### config.mk
export PLATFORM = sky130hd
export DESIGN_NAME = bcd2binary_reverse_dabble_flat
export DESIGN_NICKNAME = d
export VERILOG_FILES = /design/src/rtl/bcd_pkg.sv /design/src/rtl/bcd2binary_reverse_dabble_if.sv /design/src/rtl/bcd_digit_sub3.sv /design/src/rtl/bcd2binary_reverse_dabble.sv /design/src/flat_wrapper.sv
export SDC_FILE = /design/constraint.sdc
export NUM_CORES = 1
export LEC_CHECK = 0
export BUFFER_PORTS_ARGS = -buffer_cell sky130_fd_sc_hd__buf_2
export CAP_MARGIN = 20
export CORE_MARGIN = 2
export CORE_UTILIZATION = 32
export DETAILED_ROUTE_END_ITERATION = 8
export GPL_TIMING_DRIVEN = 0
export REMOVE_ABC_BUFFERS = 1
export SLEW_MARGIN = 0
export SYNTH_ARGS = -nofsm -noshare
export SYNTH_HDL_FRONTEND = slang
export SYNTH_HIERARCHICAL = 1
export SYNTH_SLANG_ARGS = --single-unit
### constraint.sdc
create_clock -name clk -period 1.9 [get_ports clk]
set_input_delay 0.285 -clock clk [delete_from_list [all_inputs] [get_ports clk]]
set_output_delay 0.285 -clock clk [all_outputs]
set_load 0.01 [all_outputs]
### src/rtl/bcd_pkg.sv
// rtl/bcd_pkg.sv - shared BCD constants, converter state encoding and width helper
package bcd_pkg;

    localparam int BCD_DIGIT_W   = 4;
    localparam int BCD_MAX_DIGIT = 9;

    typedef enum logic [1:0] {
        IDLE    = 2'd0,
        CONVERT = 2'd1,
        DONE    = 2'd2
    } bcd_state_t;

    // Smallest w with 2^w > 10^digits - 1, i.e. 2^w >= 10^digits.
    function automatic int unsigned min_bin_width(input int unsigned digits);
        longint unsigned limit;
        int unsigned     w;
        limit = 64'd1;
        for (int unsigned i = 0; i < digits; i++) begin
            limit = limit * 64'd10;
        end
        w = 0;
        for (int unsigned i = 1; i < 64; i++) begin
            if (w == 0 && (64'd1 << i) >= limit) begin
                w = i;
            end
        end
        return w;
    endfunction

endpackage

### src/rtl/bcd2binary_reverse_dabble_if.sv
// rtl/bcd2binary_reverse_dabble_if.sv - input/output handshake bundle of the BCD-to-binary converter
interface bcd2binary_reverse_dabble_if #(
    parameter int DIGITS = 3,
    parameter int BIN_W  = 10
);
    import bcd_pkg::*;

    logic [BCD_DIGIT_W*DIGITS-1:0] in_bcd;
    logic                          in_valid;
    logic                          in_ready;
    logic [BIN_W-1:0]              out_binary;
    logic                          out_bcd_error;
    logic                          out_valid;
    logic                          out_ready;

    modport master (
        output in_bcd, in_valid, out_ready,
        input  in_ready, out_binary, out_bcd_error, out_valid
    );

    modport slave (
        input  in_bcd, in_valid, out_ready,
        output in_ready, out_binary, out_bcd_error, out_valid
    );

endinterface

### src/rtl/bcd_digit_sub3.sv
// rtl/bcd_digit_sub3.sv - one reverse-dabble digit correction: subtract 3 when the digit is 8 or more
module bcd_digit_sub3
    import bcd_pkg::*;
(
    input  logic [BCD_DIGIT_W-1:0] digit_in,
    output logic [BCD_DIGIT_W-1:0] digit_out
);

    assign digit_out = digit_in[BCD_DIGIT_W-1] ? (digit_in - 4'd3) : digit_in;

endmodule

### src/rtl/bcd2binary_reverse_dabble.sv
// rtl/bcd2binary_reverse_dabble.sv - sequential packed-BCD to binary converter (reverse double dabble)
module bcd2binary_reverse_dabble
    import bcd_pkg::*;
#(
    parameter int DIGITS = 3,
    parameter int BIN_W  = 10
) (
    input  logic                        clk,
    input  logic                        rst,
    bcd2binary_reverse_dabble_if.slave  bus
);

    localparam int BCD_W = BCD_DIGIT_W * DIGITS;
    localparam int CNT_W = $clog2(BIN_W + 1);

    bcd_state_t               state;
    logic [CNT_W-1:0]         counter;
    logic [BCD_W+BIN_W-1:0]   scratch;
    logic [BCD_W+BIN_W-1:0]   shifted;
    logic [BCD_W-1:0]         bcd_adj;
    logic [BCD_W+BIN_W-1:0]   next_scratch;
    logic [BIN_W-1:0]         out_binary_q;
    logic                     out_bcd_error_q;
    logic                     out_valid_q;
    logic                     bad_digit;

    assign shifted      = scratch >> 1;
    assign next_scratch = {bcd_adj, shifted[BIN_W-1:0]};

    for (genvar g = 0; g < DIGITS; g++) begin : g_digit
        bcd_digit_sub3 u_sub3 (
            .digit_in  (shifted[BIN_W + g*BCD_DIGIT_W +: BCD_DIGIT_W]),
            .digit_out (bcd_adj[g*BCD_DIGIT_W +: BCD_DIGIT_W])
        );
    end

    always_comb begin
        bad_digit = 1'b0;
        for (int i = 0; i < DIGITS; i++) begin
            if (bus.in_bcd[i*BCD_DIGIT_W +: BCD_DIGIT_W] > 4'(BCD_MAX_DIGIT)) begin
                bad_digit = 1'b1;
            end
        end
    end

    // in_ready is masked by rst so nothing is accepted on a reset edge.
    assign bus.in_ready      = (state == IDLE) && !rst;
    assign bus.out_binary    = out_binary_q;
    assign bus.out_bcd_error = out_bcd_error_q;
    assign bus.out_valid     = out_valid_q;

    always_ff @(posedge clk) begin
        if (rst) begin
            state           <= IDLE;
            counter         <= '0;
            scratch         <= '0;
            out_binary_q    <= '0;
            out_bcd_error_q <= 1'b0;
            out_valid_q     <= 1'b0;
        end else begin
            case (state)
                IDLE: begin
                    if (bus.in_valid) begin
                        if (bad_digit) begin
                            out_binary_q    <= '0;
                            out_bcd_error_q <= 1'b1;
                            out_valid_q     <= 1'b1;
                            state           <= DONE;
                        end else begin
                            scratch <= {bus.in_bcd, {BIN_W{1'b0}}};
                            counter <= '0;
                            state   <= CONVERT;
                        end
                    end
                end
                CONVERT: begin
                    scratch <= next_scratch;
                    counter <= counter + 1'b1;
                    if (counter == CNT_W'(BIN_W - 1)) begin
                        out_binary_q    <= next_scratch[BIN_W-1:0];
                        out_bcd_error_q <= 1'b0;
                        out_valid_q     <= 1'b1;
                        state           <= DONE;
                    end
                end
                DONE: begin
                    if (bus.out_ready) begin
                        out_valid_q <= 1'b0;
                        state       <= IDLE;
                    end
                end
                default: state <= IDLE;
            endcase
        end
    end

    // A legal input leaves nothing behind in the BCD half once all bits are shifted out.
    a_bcd_part_drained: assert property (@(posedge clk) disable iff (rst)
        (state == DONE && !out_bcd_error_q) |-> (scratch[BCD_W+BIN_W-1:BIN_W] == '0));

endmodule

### src/flat_wrapper.sv
// flat-port wrapper written by rule: the top's interface ports become plain ports
module bcd2binary_reverse_dabble_flat import bcd_pkg::*;
#(
    parameter int DIGITS = 3,
    parameter int BIN_W  = 10
)
  (clk, rst, bus_in_bcd, bus_in_valid, bus_out_ready, bus_in_ready, bus_out_binary, bus_out_bcd_error, bus_out_valid);
  bcd2binary_reverse_dabble_if #(.DIGITS(DIGITS), .BIN_W(BIN_W)) bus_i ();
  input  logic clk;
  input  logic rst;
  input wire logic [$bits(bus_i.in_bcd)-1:0] bus_in_bcd;
  input wire logic [$bits(bus_i.in_valid)-1:0] bus_in_valid;
  input wire logic [$bits(bus_i.out_ready)-1:0] bus_out_ready;
  output wire logic [$bits(bus_i.in_ready)-1:0] bus_in_ready;
  output wire logic [$bits(bus_i.out_binary)-1:0] bus_out_binary;
  output wire logic [$bits(bus_i.out_bcd_error)-1:0] bus_out_bcd_error;
  output wire logic [$bits(bus_i.out_valid)-1:0] bus_out_valid;
  assign bus_i.in_bcd = bus_in_bcd;
  assign bus_i.in_valid = bus_in_valid;
  assign bus_i.out_ready = bus_out_ready;
  assign bus_in_ready = bus_i.in_ready;
  assign bus_out_binary = bus_i.out_binary;
  assign bus_out_bcd_error = bus_i.out_bcd_error;
  assign bus_out_valid = bus_i.out_valid;
  bcd2binary_reverse_dabble #(.DIGITS(DIGITS), .BIN_W(BIN_W)) u_core (.clk(clk), .rst(rst), .bus(bus_i));
endmodule
==> results.sh <==
export IMPL_outcome="completed"
export IMPL_cp_startpoint="u_core/state[1]$_SDFFE_PP0P_"
export IMPL_io_buffer_count=28
export IMPL_grt_pass1_vias=1406
export IMPL_yosysMostFrequentCell="dfxtp_1"
export IMPL_yosysSeqAreaShare_pct=41.1
export IMPL_synthAdderAreaFrac_pct=3.30
export IMPL_fin_skew_ps=5.79
export IMPL_grt_max_degree=40
export IMPL_clock_path_buffers=2
export IMPL_core_area_um2=5820
export IMPL_crit_required_ps=2120
export IMPL_synth_top_cell_area_share_pct=41.1
export IMPL_maxSlewHeadroom_pct=51.4
export IMPL_grt_ovfl_total=0
export IMPL_max_freq_mhz=603
export IMPL_cts_tree="done"
export IMPL_min_from="bus_out_ready"
export IMPL_path_clk_slew_ps=80
export IMPL_synth_main_ff_cell="dfxtp_1"
export IMPL_synth_area_top_cells="dfxtp_1 41%, mux2i_1 6.9%, a211oi_1 5.1%"
export IMPL_track_usage_pct=13.2
export IMPL_ys_ff_latch=39
export IMPL_drt_iter0_drc=63
export IMPL_wl_per_cell_um=13.6
export IMPL_setup_viol=0
export IMPL_rsz0062_at_grt="no"
export IMPL_synthArstFlopShare_pct=0
export IMPL_path_cells="nor2b_2 > a41oi_4 > o21ai_0 > a21boi_1"
export IMPL_synthSimpleGateAreaFrac_pct=15.0
export IMPL_grt_pass1_wl_um=6690
export IMPL_synth_top_family_by_area="compound AO/OA/AOI/OAI gates"
export IMPL_critPathMaxFanout=14
export IMPL_period_share_pct=87.3
export IMPL_clock_latency_ps=290
export IMPL_area_growth_pct=18.1
export IMPL_peakVddDrop_mv=0.497
export IMPL_criticalPathCategory="register to register"
export IMPL_die_area_um2=6560
export IMPL_tightest_slew_ps=729
export IMPL_critPathSlowestCell="dfxtp_1"
export IMPL_yosys_warnings=6
export IMPL_end_kind="register"
export IMPL_route_met2_wl_um=1860
export IMPL_drtPass1Iterations=4
export IMPL_hold_class="input pin to register"
export IMPL_ios=29
export IMPL_drive_gt1_share_pct=21.7
export IMPL_p_leak_nw=0.821
export IMPL_yosys_top_cells_count="39 x dfxtp_1, 25 x nor2_1, 16 x a21oi_1"
export IMPL_rows=28
export IMPL_root_buffer="clkbuf_8"
export IMPL_syn_cell_area_um2=1900
export IMPL_gp_congestion=0.732
export IMPL_instances_no_fill=305
export IMPL_met1Wirelength_um=2040
export IMPL_hold_viol_final=0
export IMPL_vias_per_cell=5.06
export IMPL_hpwlAfterDp_um=2570
export IMPL_synth_edf_count=0
export IMPL_drc=0
export IMPL_htreeDepth=2
export IMPL_netlist_top_cell_by_area="dfxtp_1"
export IMPL_syn_inst=202
export IMPL_final_core_util_pct=38.5
export IMPL_crit_arrival_ps=1880
export IMPL_synth_mux_area_fraction_pct=9.23
export IMPL_power_density_nw_per_um2=883
export IMPL_critPathLaunchType="register"
export IMPL_numCtsBuffers=5
export IMPL_placedCellCount=293
export IMPL_start_util_pct=32.6
export IMPL_die_w_um=81.0
export IMPL_slowest_delay_ps=660
export IMPL_drv_slew=0
export IMPL_yosys_area_share_xor_xnor_pct=2.77
export IMPL_synth_compound_area_share_pct=23.0
export IMPL_reg2reg_from="u_core/state[1]$_SDFFE_PP0P_"
export IMPL_num_vias=1542
export IMPL_antenna_found_initial=0
export IMPL_finalCriticalPeriod_ps=1660
export IMPL_routed_wl_um=4140
export IMPL_num_antenna_cells=0
export IMPL_top_layer="met4"
export IMPL_maxCapViolations=0
export IMPL_syn_mean_instance_area_um2=9.40
export IMPL_met3_length_um=182
export IMPL_cts_sinks=39
export IMPL_ant_nets=0
export IMPL_nets=250
export IMPL_die_h_um=81.0
export IMPL_synth_cell_types=39
-- where the power goes --
group | internal (W) | switching (W)
Combinational | 0.000117 | 0.000158
Sequential | 0.000852 | 0.0000436
Clock | 0.000525 | 0.000284
-- worst max-delay path: cells and delay by family, from the launching register on --
family / cells / cell delay (ps)
AOI/OAI and AO/OA: 3 / 770
DFF: 1 / 660
and+or+nand+nor: 1 / 140
-- timing repair --
action | CTS | global route
hold buffers | 0 | 0
buffers inserted | 3 | 0
cloned | 1 | 0
gates resized for setup | 0 | 2
hold endpoints to repair | 0 | 0
endpoints found under the setup margin | 25 | 4
pin swaps | 0 | 0
-- registers in the layout, indices dropped and copies added (netlist names) --
signal,flops
u_core/counter,4
u_core/bus.out_bcd_error,1
u_core/state,2
u_core/bus.out_binary,10
u_core/scratch,21
u_core/bus.out_valid,1
-- stage by stage --
step / setup slack [ps] / power (W) / setup TNS, ps / hold WS, ps / cell area (um^2)
2_1_floorplan: -339 / 0.00108 / -3710 / 354 / 1820
3_3_place_gp: -939 / 0.00117 / -20680 / 459 / 2050
3_5_place_dp: -377 / 0.00118 / -4160 / 465 / 2060
4_1_cts: 138 / 0.00201 / 0 / 211 / 2220
5_1_grt: 96.6 / 0.00208 / 0 / 222 / 2240
6_report: 241 / 0.00198 / 0 / 222 / 2240
-- placed cells by master, fill, tap and decap left out, types with 4 or more instances in the layout --
| master | Yosys | routed |
|---|---|---|
| conb_1 | 1 | 4 |
| nor2_1 | 25 | 25 |
| buf_2 | 6 | 28 |
| dfxtp_1 | 39 | 39 |
| nand2b_1 | 4 | 4 |
| o21ai_0 | 11 | 11 |
| a211oi_1 | 13 | 13 |
| a21oi_1 | 16 | 16 |
| mux2i_1 | 13 | 13 |
| a22oi_1 | 9 | 9 |
| ha_1 | 5 | 5 |
| clkbuf_8 | 0 | 5 |
| nand4_1 | 11 | 11 |
-- path summary, 6_finish.rpt --
kind | to | slack (ps) | depth (start not counted)
worst max register to register | u_core/counter[3]$_SDFFE_PP0P_ | 240 | 4
worst min-delay path | u_core/bus.out_valid$_SDFFE_PP0P_ | 220 | 2
worst min register to register | u_core/bus.out_binary[3]$_SDFFE_PP0P_ | 470 | 2
worst max-delay path | u_core/counter[3]$_SDFFE_PP0P_ | 240 | 4
-- metal layers --
layer / up-vias / track usage, %
met5: - / 0
met4: 0 / 5.08
met3: 7 / 3.11
met2: 30 / 20.6
met1: 705 / 17.6
li1: 800 / -
-- kinds of logic after synthesis --
family | after synthesis
buf+inv | 18
mux | 16
other cells | 1
xor+xnor | 6
simple gates | 54
fa+ha+maj | 5
compound gates | 63
flops | 39
-- cell type report --
class | instances | area [um^2]
clock inverter | 2 | 60.1
clock buffer | 6 | 72.6
inverter | 3 | 11.3
tap | 75 | 93.8
fill | 624 | 3570
timing repair buffer | 31 | 163
multi-input combinational | 149 | 1060
sequential | 39 | 781
Note: power is estimated with default switching activity, not from simulation.
